$ cat src/rtl/joypad_pkg.sv
// joypad_pkg: shared constants, button word type and dpad filter for the joypad serializer
package joypad_pkg;
    localparam int SHIFT_LEN = 24;
    localparam logic [7:0] SIG_PORT1 = 8'h08;
    localparam logic [7:0] SIG_PORT2 = 8'h04;
    localparam int BTN_A = 0;
    localparam int BTN_B = 1;
    localparam int BTN_SELECT = 2;
    localparam int BTN_START = 3;
    localparam int BTN_UP = 4;
    localparam int BTN_DOWN = 5;
    localparam int BTN_LEFT = 6;
    localparam int BTN_RIGHT = 7;

    typedef logic [7:0] pad_t;

    function automatic pad_t filter_dpad(input pad_t p);
        pad_t r;
        r = p;
        if (p[BTN_LEFT] && p[BTN_RIGHT]) begin
            r[BTN_LEFT] = 1'b0;
            r[BTN_RIGHT] = 1'b0;
        end
        if (p[BTN_UP] && p[BTN_DOWN]) begin
            r[BTN_UP] = 1'b0;
            r[BTN_DOWN] = 1'b0;
        end
        return r;
    endfunction
endpackage

$ cat src/rtl/joypad_port.sv
// joypad_port: one NES controller port -- reload on strobe, shift right with 1-fill on read-clock falling edge
module joypad_port
    import joypad_pkg::*;
(
    input  logic                 clk,
    input  logic                 reset,
    input  logic                 strobe,
    input  logic                 rd_clk,
    input  logic [SHIFT_LEN-1:0] reload_word,
    output logic                 data
);
    logic [SHIFT_LEN-1:0] shift_reg;
    logic                 rd_clk_q;

    always_ff @(posedge clk) begin
        if (reset) begin
            shift_reg <= '0;
            rd_clk_q  <= 1'b0;
        end else begin
            rd_clk_q <= rd_clk;
            if (strobe)
                shift_reg <= reload_word;
            else if (rd_clk_q && !rd_clk)
                shift_reg <= {1'b1, shift_reg[SHIFT_LEN-1:1]};
        end
    end

    assign data = shift_reg[0];
endmodule

$ cat src/rtl/joypad_serializer.sv
// joypad_serializer: NES $4016/$4017 pad serializer with Four Score framing; turbo under `JOYPAD_TURBO_EN
module joypad_serializer
    import joypad_pkg::*;
#(
    parameter int NUM_PADS          = 4,
    parameter int TURBO_HALF_PERIOD = 715909
) (
    input  logic                  clk,
    input  logic                  reset,
    input  logic [NUM_PADS*8-1:0] pad_buttons,
    input  logic                  multitap_en,
    input  logic [NUM_PADS*2-1:0] turbo_mask,
    input  logic [2:0]            joypad_out,
    input  logic [1:0]            joypad_clock,
    output logic [4:0]            joypad1_data,
    output logic [4:0]            joypad2_data
);
    logic                 strobe;
    logic                 mode;
    logic                 mode_next;
    pad_t                 pads [4];
    logic [SHIFT_LEN-1:0] word1;
    logic [SHIFT_LEN-1:0] word2;
    logic                 data1;
    logic                 data2;
    logic                 unused_inputs;

    assign strobe = joypad_out[0];
    assign unused_inputs = ^{joypad_out[2:1], turbo_mask, multitap_en, TURBO_HALF_PERIOD[0]};

`ifdef JOYPAD_TURBO_EN
    localparam int CW = $clog2(TURBO_HALF_PERIOD);
    logic [CW-1:0] turbo_cnt;
    logic          phase;

    always_ff @(posedge clk) begin
        if (reset) begin
            turbo_cnt <= '0;
            phase     <= 1'b1;
        end else if (turbo_cnt == CW'(TURBO_HALF_PERIOD - 1)) begin
            turbo_cnt <= '0;
            phase     <= ~phase;
        end else begin
            turbo_cnt <= turbo_cnt + 1'b1;
        end
    end
`endif

    always_comb begin
        for (int n = 0; n < 4; n++) pads[n] = '0;
        for (int n = 0; n < NUM_PADS; n++) begin
            pads[n] = filter_dpad(pad_buttons[8*n +: 8]);
`ifdef JOYPAD_TURBO_EN
            pads[n][BTN_A] = pads[n][BTN_A] & (phase | ~turbo_mask[2*n]);
            pads[n][BTN_B] = pads[n][BTN_B] & (phase | ~turbo_mask[2*n+1]);
`endif
        end
    end

    // mode only changes on a reload, so the word loaded this cycle already reflects it
    assign mode_next = strobe ? (multitap_en && NUM_PADS == 4) : mode;
    assign word1 = mode_next ? {SIG_PORT1, pads[2], pads[0]} : {16'hFFFF, pads[0]};
    assign word2 = mode_next ? {SIG_PORT2, pads[3], pads[1]} : {16'hFFFF, pads[1]};

    always_ff @(posedge clk) begin
        if (reset)
            mode <= 1'b0;
        else
            mode <= mode_next;
    end

    joypad_port u_port1 (
        .clk(clk), .reset(reset), .strobe(strobe), .rd_clk(joypad_clock[0]),
        .reload_word(word1), .data(data1)
    );

    joypad_port u_port2 (
        .clk(clk), .reset(reset), .strobe(strobe), .rd_clk(joypad_clock[1]),
        .reload_word(word2), .data(data2)
    );

    assign joypad1_data = {4'b0, data1};
    assign joypad2_data = {4'b0, data2};
endmodule

$ cat config.mk
export PLATFORM = sky130hd
export DESIGN_NAME = joypad_serializer
export DESIGN_NICKNAME = d
export VERILOG_FILES = /design/src/rtl/joypad_pkg.sv /design/src/rtl/joypad_port.sv /design/src/rtl/joypad_serializer.sv
export SDC_FILE = /design/constraint.sdc
export NUM_CORES = 1
export LEC_CHECK = 0
export CORE_MARGIN = 1
export CORE_UTILIZATION = 29
export CTS_CLUSTER_SIZE = 8
export DETAILED_ROUTE_END_ITERATION = 8
export SYNTH_ARGS = -nofsm -noshare
export SYNTH_HDL_FRONTEND = slang
export SYNTH_SLANG_ARGS = --single-unit
$ cat constraint.sdc
create_clock -name clk -period 1.6 [get_ports clk]
set_clock_uncertainty 0.15 [all_clocks]
set_input_delay 0.4 -clock clk [delete_from_list [all_inputs] [get_ports clk]]
set_output_delay 0.4 -clock clk [all_outputs]
set_load 0.01 [all_outputs]
==> metrics.json <==
{
  "drt": {
    "wl_met1_microns": 2338,
    "number_of_vias_in_the_routed_layout": 2049,
    "postRouteWirelength_microns": 4936,
    "drt-wirelength-per-cell_microns": 11.84,
    "vias_per_cell": 4.914,
    "postRouteAntennaNets": 0,
    "drc_errors": 0,
    "met2_wirelength_microns": 2309,
    "wl_met3_microns": 225,
    "detail_route.first_pass.iterations": 4,
    "highest_metal_layer_with_signal_wires": "met4",
    "detail_route.iter0.violations": 88
  },
  "floorplanning": {
    "io-pin-count": 58,
    "die_height_microns": 91.08,
    "placement_rows": 32,
    "core_area_sq_um": 7687,
    "fp.dieW_microns": 91.08,
    "start_util": 0.2993,
    "fp.dieArea_sq_um": 8295
  },
  "yosys": {
    "post_synth_xor_area_fraction": 0,
    "post_synth_mux_area_share": 0,
    "synth_adder_area_share": 0,
    "syn_inst": 279,
    "dominant_combinational_cell_family_by_area_after_synthesis": "simple AND/OR/NAND/NOR gates",
    "synth_cell_types": 23,
    "post_synth.cell_area_avg_sq_um": 8.247,
    "synth_seq_cells": 50,
    "synth_simple_gate_area_frac": 0.3203,
    "complex_gate_fraction_of_the_synthesized_area": 0.1098,
    "synthesis.area_sq_um": 2301,
    "yosysWarnings": 0,
    "seq_area_frac_synth": 0.4350
  },
  "worst_setup_path": {
    "timing.critical_path.depth": 1,
    "worst_path_max_delay_cell": "dfxtp_1",
    "cp_num_buf_inv": 1,
    "timing.critical_path.max_delay_family": "flip-flops",
    "regToRegSetupSlack_ns": 0.24,
    "start_kind": "flop",
    "cp_cell_sequence": "dlygate4sd2_1",
    "crit_path_end_kind": "output pin",
    "criticalPathCategory": "flop to output pin",
    "critPathMaxFanout": 2,
    "r2r_path_start": "u_port1.rd_clk_q$_SDFF_PP0_",
    "arrival_time_worst_endpoint_ns": 0.89,
    "endpoint": "joypad2_data[0]",
    "ff_to_ff_end": "u_port1.shift_reg[1]$_SDFFE_PP0P_",
    "worst_path_required_time_ns": 1.05,
    "launch_point_of_the_worst_path": "u_port2.shift_reg[0]$_SDFFE_PP0P_",
    "cp_slowest_stage_delay_ns": 0.33,
    "r2r.worst_path.cells": 4
  },
  "timing": {
    "setup_tns_ns": 0,
    "layout_setup_ws_ns": 0.1591,
    "final_critical_path_required_period_ns": 1.441,
    "timing.final.setup_violations": 0,
    "rsz_0062_raised_after_global_routing": "no",
    "hold-worst-slack_ns": 0.2956,
    "fmax_mhz": 694.0,
    "fin_hold_viols": 0,
    "min_period_over_period": 0.9005,
    "final_max_slew_viol_count": 0
  },
  "clock_network": {
    "cts_made_buffers": 5,
    "clk_latency_ns": 0.30,
    "tritoncts": "done",
    "path_clk_slew_ns": 0.08,
    "cts.hold.buffers_added": 0,
    "cts-root-buf": "clkbuf_8",
    "post-cts-setup-buffers": 0,
    "clock_tree.buffer_depth": 2,
    "htreeDepth": 2,
    "cts.sink_count": 50
  },
  "placed_design": {
    "portBuffers": 39,
    "placement.cell_area_sq_um": 2836,
    "place_worst_setup_slack_ns": -0.3059,
    "placedCellCount": 409,
    "globalplace.congestion": 0.7413,
    "hpwlAfterDp_microns": 3514
  },
  "pwr": {
    "power_density_nw_per_um2": 858.5,
    "power.leakage_nw": 1.142,
    "max-vdd-ir-drop_mv": 0.3345,
    "report.power.total_mw": 2.539
  },
  "final_layout": {
    "num_antenna_cells": 0,
    "fin_area_sq_um": 2958,
    "area_growth_syn_to_layout_pct": 28.55,
    "layout_commonest_cell": "nor3_1",
    "final_cell_mix": "nor3_1, dfxtp_1, clkdlybuf4s50_1, inv_1, nor4_1",
    "layout_cell_share_with_drive_strength_beyond_1": 0.1206,
    "postLayoutCoreUtil": 0.3848,
    "final_net_count": 363,
    "layout.cells.non_filler": 417
  },
  "grt": {
    "grt_start_max_net_pins": 47,
    "grt_overflow": 0,
    "grt_first_pass_wirelength_microns": 8224,
    "groute.usage.overall": 0.1212,
    "grt_pass1_vias": 1870,
    "initial_antenna_violation_count": 0
  },
  "status": {
    "status": "complete, no violations"
  },
  "job": {
    "cap_violations": 0
  },
  "worst_hold_path": {
    "min_path_type": "primary input to flop",
    "holdCritStartpoint": "joypad_clock[0]"
  }
}
-- cells in the mapped netlist, drive strengths merged --
library cell / instances / share of area
nor2b: 4 / 0.011
nor2: 13 / 0.021
buf: 34 / 0.094
nor4b: 3 / 0.017
a21boi: 4 / 0.013
nor4: 19 / 0.052
a21oi: 9 / 0.020
nand2: 1 / 0.0049
o21a: 1 / 0.0033
nor3: 95 / 0.21
o21ai: 3 / 0.0065
nand2b: 3 / 0.0082
a2111oi: 10 / 0.051
inv: 20 / 0.033
conb: 1 / 0.0016
dfxtp: 50 / 0.44
a211oi: 5 / 0.016
clkbuf: 4 / 0.0065
-- power by group --
| part | switching [mW] | internal (mW) | total [mW] |
|---|---|---|---|
| Combinational | 0.208 | 0.237 | 0.445 |
| Clock | 0.400 | 0.300 | 0.700 |
| Sequential | 0.0501 | 1.34 | 1.39 |
-- cells by family after synthesis --
kind of cell,count (synthesis)
and+or+nand+nor,138
buffers and inverters,58
DFF,50
AOI/OAI and AO/OA,32
other,1
-- how the worst min path moves through the flow --
stage                                         end  slack, ns  cells past startpoint
4_1_cts        u_port1.shift_reg[23]$_SDFFE_PP0P_       0.36                      2
3_3_place_gp   u_port1.shift_reg[23]$_SDFFE_PP0P_       0.31                      2
2_1_floorplan  u_port1.shift_reg[23]$_SDFFE_PP0P_       0.30                      2
6_report              u_port1.rd_clk_q$_SDFF_PP0_       0.30                      2
5_1_grt               u_port2.rd_clk_q$_SDFF_PP0_       0.31                      2
3_5_place_dp   u_port1.shift_reg[23]$_SDFFE_PP0P_       0.33                      2
-- layout make-up --
type / instances / area, sq um
sequential: 50 / 1001
inverter: 20 / 75.07
clock inverter: 1 / 7.507
timing repair buffer: 60 / 631.9
tap: 102 / 127.6
multi-input combinational: 178 / 1042
fill: 804 / 4730
clock buffer: 6 / 72.57
-- timing repair --
item                       in CTS  in global routing
pin swaps                       0                  2
resized for setup               2                 12
setup endpoints to repair       2                 18
gates cloned                    0                  1
-- metal layers --
layer / up-vias / GRT usage
met5: - / 0
li1: 1050 / -
met3: 8 / 0.03266
met1: 941 / 0.1533
met4: 0 / 0.03571
met2: 50 / 0.2014
No activity file was read; power rests on OpenSTA's default activity.
